## src/rtl/key_bank_pkg.sv

```systemverilog
// Shared constants for the multi-channel key/LED bank: modes, keycode width,
// default keycode map and a small popcount helper.
package key_bank_pkg;

  localparam int KEY_W = 9;

  localparam logic [1:0] MODE_TOGGLE = 2'd0;
  localparam logic [1:0] MODE_MOMENT = 2'd1;
  localparam logic [1:0] MODE_RADIO  = 2'd2;

  // Channel 0 sits in the low bits: Enter, Space, '1', '2'.
  localparam logic [4*KEY_W-1:0] DEFAULT_KEYCODES = {9'h01E, 9'h016, 9'h029, 9'h05A};

  function automatic logic [4:0] popcount16(input logic [15:0] v);
    logic [4:0] n;
    n = '0;
    for (int i = 0; i < 16; i++) begin
      n = n + {4'd0, v[i]};
    end
    return n;
  endfunction

endpackage

```

## src/rtl/key_press_tracker.sv

```systemverilog
// Per-channel repeat suppressor: turns a stream of make codes (including
// typematic repeats) into a single accepted-press strobe per physical press.
module key_press_tracker (
  input  logic clk,
  input  logic rst_n,
  input  logic key_valid,
  input  logic key_match,
  input  logic key_bit,
  input  logic live_down,
  output logic accept
);

  logic held;

  assign accept = key_valid && key_match && key_bit && !held;

  // A live key_down of 0 also clears held, so a dropped break code cannot
  // lock the channel out forever.
  always_ff @(posedge clk or negedge rst_n) begin
    if (!rst_n) begin
      held <= 1'b0;
    end else if (accept) begin
      held <= 1'b1;
    end else if ((key_valid && key_match && !key_bit) || !live_down) begin
      held <= 1'b0;
    end
  end

endmodule

```

## src/rtl/key_toggle_bank.sv

```systemverilog
// Maps NUM_CH keycodes from the PS/2 decoder onto NUM_CH LEDs with toggle,
// momentary and radio modes, plus a saturating count of accepted presses.
module key_toggle_bank
  import key_bank_pkg::*;
#(
  parameter int                          NUM_CH   = 4,
  parameter logic [NUM_CH*KEY_W-1:0]     KEYCODES = DEFAULT_KEYCODES,
  parameter int                          CNT_W    = 8
) (
  input  logic               clk,
  input  logic               rst_n,
  input  logic               key_valid,
  input  logic [511:0]       key_down,
  input  logic [KEY_W-1:0]   last_change,
  input  logic [1:0]         mode,
  input  logic               clear,
  output logic [NUM_CH-1:0]  led,
  output logic [NUM_CH-1:0]  press_pulse,
  output logic [CNT_W-1:0]   press_count
);

  localparam int SUM_W = CNT_W + 5;
  localparam logic [CNT_W-1:0] CNT_MAX = '1;

  logic [1:0]        mode_q;
  logic              key_bit;
  logic [NUM_CH-1:0] key_match;
  logic [NUM_CH-1:0] live_down;
  logic [NUM_CH-1:0] accept;
  logic [NUM_CH-1:0] radio_sel;
  logic [NUM_CH-1:0] led_next;
  logic [4:0]        pop;
  logic [SUM_W-1:0]  cnt_sum;
  logic [CNT_W-1:0]  cnt_next;

  assign key_bit = key_down[last_change];

  for (genvar g = 0; g < NUM_CH; g++) begin : g_ch
    assign key_match[g] = (last_change == KEYCODES[g*KEY_W +: KEY_W]);
    assign live_down[g] = key_down[KEYCODES[g*KEY_W +: KEY_W]];

    key_press_tracker u_tracker (
      .clk       (clk),
      .rst_n     (rst_n),
      .key_valid (key_valid),
      .key_match (key_match[g]),
      .key_bit   (key_bit),
      .live_down (live_down[g]),
      .accept    (accept[g])
    );
  end

  // Duplicate keycodes can accept on several channels at once; radio mode
  // lights only the lowest of them.
  always_comb begin
    logic found;
    radio_sel = '0;
    found     = 1'b0;
    for (int i = 0; i < NUM_CH; i++) begin
      if (accept[i] && !found) begin
        radio_sel[i] = 1'b1;
        found        = 1'b1;
      end
    end
  end

  always_comb begin
    led_next = led;
    if (clear || (mode != mode_q)) begin
      led_next = '0;
    end else begin
      case (mode_q)
        MODE_MOMENT: led_next = live_down;
        MODE_RADIO:  if (|accept) led_next = radio_sel;
        MODE_TOGGLE: led_next = led ^ accept;
        default:     led_next = led ^ accept;
      endcase
    end
  end

  always_comb begin
    pop      = popcount16(16'(accept));
    cnt_sum  = SUM_W'(press_count) + SUM_W'(pop);
    cnt_next = (cnt_sum > SUM_W'(CNT_MAX)) ? CNT_MAX : cnt_sum[CNT_W-1:0];
  end

  always_ff @(posedge clk or negedge rst_n) begin
    if (!rst_n) begin
      led         <= '0;
      press_pulse <= '0;
      press_count <= '0;
      mode_q      <= MODE_TOGGLE;
    end else begin
      led         <= led_next;
      press_pulse <= accept;
      press_count <= clear ? '0 : cnt_next;
      mode_q      <= mode;
    end
  end

endmodule

```

## config.mk

```make
export PLATFORM = sky130hd
export DESIGN_NAME = key_toggle_bank
export DESIGN_NICKNAME = d
export VERILOG_FILES = /design/src/rtl/key_bank_pkg.sv /design/src/rtl/key_press_tracker.sv /design/src/rtl/key_toggle_bank.sv
export SDC_FILE = /design/constraint.sdc
export NUM_CORES = 1
export LEC_CHECK = 0
export ABC_AREA = 1
export BUFFER_PORTS_ARGS = -buffer_cell sky130_fd_sc_hd__buf_2
export CAP_MARGIN = 20
export CORE_AREA = 5 5 207 209
export CTS_CLUSTER_DIAMETER = 150
export DETAILED_ROUTE_END_ITERATION = 12
export DIE_AREA = 0 0 212 214
export PLACE_DENSITY_LB_ADDON = 0.15
export SLEW_MARGIN = 15
export SYNTH_ARGS = -nofsm -noshare
export SYNTH_HDL_FRONTEND = slang
export SYNTH_SLANG_ARGS = --single-unit
export TNS_END_PERCENT = 10
```

## constraint.sdc

```tcl
create_clock -name clk -period 3 [get_ports clk]
set_input_delay 0.6 -clock clk [delete_from_list [all_inputs] [get_ports clk]]
set_output_delay 0.6 -clock clk [all_outputs]
set_load 0.02 [all_outputs]
```

# ---- Word level (Yosys, flattened, before mapping)
# Cells that the tools add are included.
dict set report classes {
  add_sub_neg 4
  n_lt_le_gt_ge 2
  eq_ne 8
  mux 21
  bitwise 1
  n_reduce_logical 41
}
# operator count
set ops {}
lappend ops {{1-bit logical AND} 19}
lappend ops {{9-bit by 5-bit == test with 1-bit output (second input constant)} 2}
lappend ops {{8-bit two-way mux} 2}
lappend ops {{1-bit two-way mux} 15}
lappend ops {{1-bit logical NOT} 12}
lappend ops {{9-bit by 10-bit less-than comparator with 1-bit output (second input constant)} 1}
lappend ops {{8-bit by 4-bit adder with 9-bit output} 1}
lappend ops {{1-bit binary-select mux with 9-bit select} 1}
lappend ops {{9-bit by 6-bit == test with 1-bit output (second input constant)} 1}
lappend ops {{9-bit by 7-bit == test with 1-bit output (second input constant)} 1}
lappend ops {{9-bit by 8-bit greater-than comparator with 1-bit output (second input constant)} 1}
lappend ops {{4-bit two-way mux} 2}
lappend ops {{4-bit one-hot mux with 2 select lines} 1}
lappend ops {{2-bit nonzero test} 4}
lappend ops {{1-bit logical OR} 5}
lappend ops {{3-bit by 1-bit adder with 4-bit output} 1}
lappend ops {{4-bit OR reduction} 1}
lappend ops {{4-bit XOR} 1}
lappend ops {{2-bit by 1-bit adder with 3-bit output} 1}
lappend ops {{3-bit != test (second input constant)} 1}
lappend ops {{1-bit by 1-bit adder with 2-bit output} 1}
lappend ops {{2-bit by 1-bit == test with 1-bit output (second input constant)} 1}
lappend ops {{2-bit == test (second input constant)} 1}
lappend ops {{2-bit != test} 1}
dict set report word_totals {
  ff_bits 22
  in_bits 527
  out_inout_bits 16
  word_cells 85
}

# ---- Depth between registers and ports, before layout
dict set report logic_depth {
  ltp_word 17
  ltp_mapped 31
}

# ---- Cells and area by module
# Synthesis repeated with hierarchy kept, for this count alone.
dict set report hier_totals {
  hier_cells 1533
  hier_area_um2 7103.1
}
# mod n_inst cells_per_inst area_each_um2 seq_area_each_um2
set by_module_without_submodules {}
lappend by_module_without_submodules {key_toggle_bank 1 1501 6887.9 450.4}
lappend by_module_without_submodules {key_press_tracker 4 8 53.8 25.0}

# ---- Least setup slack after synthesis
# No wires, ideal clock.
dict set report synth_path {
  kind {input -> register}
  start {input port last_change[0]}
  end {register press_count[5]}
  t_arrival_ns 3.863
  path_slack_ns -0.941
  cell_stages 28
  n_path_buf 3
  path_cell_list {buf_6 buf_6 buf_6 nor2_1 nor2_1 o21ai_1 nand2_1 nand2_1 nand2_1 o21ai_0 nand2_1 nor2_1 nor2_1 nor2_2 nand2_4 nand3_1 inv_1 fa_1 inv_1 fa_1 inv_1 fa_1 nand3_1 nor2_1 nand2_1 nor2_1 nand2_1 a21oi_1}
}
dict set report synth_via {
  elab_chain_cells 11
}
# item line
set synth_rtl {}
lappend synth_rtl {{start, declared} key_toggle_bank.sv:14} ;# input logic [KEY_W-1:0] last_change,
lappend synth_rtl {{1-bit binary-select mux with 9-bit select or 9-bit by 7-bit == test with 1-bit output (tied branches)} {key_toggle_bank.sv:36, key_toggle_bank.sv:39}}
lappend synth_rtl {{1-bit two-way mux (not written as such) or 1-bit logical AND (tied branches)} {key_toggle_bank.sv:36, key_press_tracker.sv:15}}
lappend synth_rtl {{1-bit logical AND * (2 in series)} key_press_tracker.sv:15} ;# assign accept = key_valid && key_match && key_bit && !held;
lappend synth_rtl {{named net g_ch[0].u_tracker.accept} key_press_tracker.sv:10} ;# output logic accept
lappend synth_rtl {{1-bit by 1-bit adder with 2-bit output *} key_bank_pkg.sv:18} ;# n = n + {4'd0, v[i]};
lappend synth_rtl {{2-bit by 1-bit adder with 3-bit output *} key_bank_pkg.sv:18}
lappend synth_rtl {{3-bit by 1-bit adder with 4-bit output *} key_bank_pkg.sv:18}
lappend synth_rtl {{8-bit by 4-bit adder with 9-bit output *} key_toggle_bank.sv:83} ;# cnt_sum = SUM_W'(press_count) + SUM_W'(pop);
lappend synth_rtl {{9-bit by 8-bit greater-than comparator with 1-bit output} key_toggle_bank.sv:84} ;# cnt_next = (cnt_sum > SUM_W'(CNT_MAX)) ? CNT_MAX : cnt_sum[CNT_W-1:0];
lappend synth_rtl {{8-bit two-way mux *} key_toggle_bank.sv:84}
lappend synth_rtl {{8-bit two-way mux *} key_toggle_bank.sv:96} ;# press_count <= clear ? '0 : cnt_next;
lappend synth_rtl {{end signal, assigned} key_toggle_bank.sv:96}
lappend synth_rtl {{end, declared} key_toggle_bank.sv:19} ;# output logic [CNT_W-1:0] press_count
# The timed path passes the listed nets; every way through them passes the cells marked *. The select of a mux whose other input is x is not followed.
# A chain may end at the register's enable or synchronous reset.

# ---- Worst setup path after layout
dict set report layout_path {
  start {input port last_change[0]}
  end {register press_count[7]}
}
# Same word-level chain as after synthesis.

==> results.py <==
metrics = {
    "run_status": {
        "status": "finished with violations",
        "violations": "negative setup slack",
    },
    "floorplanning": {
        "die_h_um": 214,
        "core_um2": 40600,
        "rows": 74,
        "die_w_um": 212,
        "num_io_pins": 543,
        "start_util_pct": 17.1,
        "die_area_um2": 45400,
    },
    "sta": {
        "setup_tns_ns": -9.06,
        "rsz0062_at_grt": "true",
        "final_hold_viol_count": 0,
        "setup_ws_ns": -1.12,
        "slew_headroom_pct": 53.5,
        "finalSetupViolCount": 12,
        "min_period_ns": 4.12,
        "fin_skew_ns": 0.00643,
        "fmax_mhz": 242,
        "fin_crit_sh_pct": 137,
        "tightest_slew_ns": 0.691,
        "drv_slew": 0,
        "timing.hold.ws_ns": 0.320,
    },
    "yosys": {
        "syn_area_per_cell_um2": 4.67,
        "ys_async_sr_fraction_pct": 100,
        "ys.flop_type": "dfrtp_1",
        "synthCells": 1489,
        "synth-edff-count": 0,
        "synth_seq_cells": 22,
        "synthDistinctLibCells": 33,
        "yosysSeqAreaShare_pct": 7.92,
        "ys_warn_count": 0,
        "synth_area_um2": 6950,
        "synth_nets": 2022,
    },
    "placement": {
        "io_buffer_count": 542,
        "dp_cells": 2634,
        "hpwlAfterDp_um": 41100,
        "place_area_um2": 11300,
        "gp_congestion": 0.888,
        "dpl_worst_slack_ns": -1.82,
    },
    "layout": {
        "fillCellCount": 4737,
        "utilization_pct": 30.0,
        "final_cell_mix": "nand2_1 (542), buf_2 (539), nor2_1 (333), buf_4 (143), o21ai_0 (112)",
        "drive_above_1_share_pct": 38.1,
        "nets": 2671,
        "design_area_um2": 12200,
        "stdcell_count": 2677,
        "areaGrowthSynthToFinish_pct": 75.6,
        "final_common_cell": "nand2_1",
    },
    "cts": {
        "cts-root-buf": "clkbuf_16",
        "clockBufferDepth": 2,
        "clk-insertion-delay-late_ns": 0.26,
        "numCtsBuffers": 3,
        "cts.sinks": 22,
        "clk_pin_slew_ns": 0.06,
        "h-tree-depth": 1,
        "cts_tree": "done",
    },
    "pwr": {
        "power_mw": 2.20,
        "p_per_area_nw_per_um2": 180,
        "vdd_drop_max_v": 0.000155,
        "p_leak_nw": 7.00,
    },
    "setup_path": {
        "startpoint_type": "input pin",
        "crit_path_frequent_cell": "nand2_1",
        "crit_fanout": 10,
        "required_ns": 3.19,
        "crit_family": "simple AND/OR/NAND/NOR gates",
        "slowest_stage": "fa_1",
        "worstSetupStartpoint": "last_change[0]",
        "crit_buf_inv": 7,
        "worst_setup_path_end_kind": "register",
        "cp_slowest_stage_delay_ns": 0.49,
        "worstPathArrival_ns": 4.31,
        "r2r_start": "g_ch[0].u_tracker.held$_DFFE_PN0P_",
        "criticalPathCategory": "input pin to register",
    },
    "grt": {
        "grt_pass1_wl_um": 70400,
        "grt-ovfl-total": 0,
        "grt_usage_pct": 19.7,
        "grt_pass1_vias": 12000,
        "grt_antenna_before_repair": 10,
        "grt_max_degree": 37,
    },
    "routing": {
        "avgViaCountPerCell": 4.39,
        "remaining_drc_errors": 0,
        "first_pass_iters": 6,
        "postRouteWirelength_um": 49100,
        "ant_nets": 0,
        "drtIter0Drc": 854,
        "wl_per_cell_um": 18.3,
        "vias": 11800,
    },
    "run": {
        "maxCapViolCount": 0,
    },
    "hold_path": {
        "min_path_type": "input pin to async pin",
    },
}
## layer usage
layer,part of all wire (%),global-route usage (%),up-vias
li1,-,-,5947
met1,43,25.1,5288
met2,49,35.7,469
met3,6.5,2.72,53
met4,1.8,3.35,6
met5,0.083,0,-
## flip-flops by register name, indices dropped and copies added, names as in the netlist
signal,flops
press_count,8
g_ch.u_tracker.held,4
led,4
press_pulse,4
mode_q,2
## path summary, 6_finish.rpt
path                                                 endpoint  slack, ns  depth (start not counted)
max reg2reg                          press_count[7]$_DFF_PN0_       0.33                         16
min reg2reg                g_ch[3].u_tracker.held$_DFFE_PN0P_       0.49                          2
min in group clk                          mode_q[1]$_DFF_PN0_       0.48                          1
max                                  press_count[7]$_DFF_PN0_      -1.12                         29
min                                  press_count[6]$_DFF_PN0_       0.32                          1
max in group asynchronous                 mode_q[0]$_DFF_PN0_       2.32                          1
## cells in the mapped netlist (3+ instances only)
library cell	instances	area [µm²]
nand3_1	59	295
clkbuf_1	13	48.8
xor2_1	3	26.3
buf_4	12	90.1
o22ai_1	10	62.6
buf_6	22	248
ha_1	3	37.5
dfrtp_1	22	551
nand4_1	10	62.6
buf_2	49	245
inv_1	114	428
nand2_1	555	2080
fa_1	3	60.1
a21oi_1	52	260
xnor2_1	3	26.3
o21ai_0	130	651
o21ai_1	56	280
nor2_1	351	1320
nor3_1	3	15.0
## cell type report
cell class | instances | area [µm²] | share of cell area, %
antenna | 8 | 20.0 | 0.164
clock buffer | 4 | 88.8 | 0.728
inverter | 117 | 472 | 3.87
multi-input combinational | 1253 | 5540 | 45.4
sequential | 22 | 551 | 4.51
tap | 532 | 666 | 5.46
timing repair buffer | 740 | 4860 | 39.8
timing repair inverter | 1 | 11.3 | 0.0923
## report_power, final
| part | leakage [nW] | total [mW] | internal [mW] | switching (mW) |
|---|---|---|---|---|
| combinational | 6.65 | 1.58 | 0.737 | 0.844 |
| sequential | 0.302 | 0.304 | 0.300 | 0.00403 |
| clock | 0.0442 | 0.315 | 0.204 | 0.112 |
| total | 7.00 | 2.20 | 1.24 | 0.959 |
## timing repair
item | in CTS | in global routing
gates cloned | 2 | 8
hold buffers | 0 | 0
pin swaps | 32 | 34
gates resized for setup | 67 | 40
endpoints found under the setup margin | 14 | 12
buffers inserted | 17 | 5
## kinds of logic after synthesis
kind of cell               count (synthesis)  share of synthesized area, %
xor gates and xnor gates                   6                         0.756
DFF                                       22                          7.92
AOI/OAI and AO/OA                        251                          18.4
and+or+nand+nor                          990                          56.0
adders and majority gates                  6                          1.40
buffers and inverters                    214                          15.5
Power figures use the tool's default switching activity.
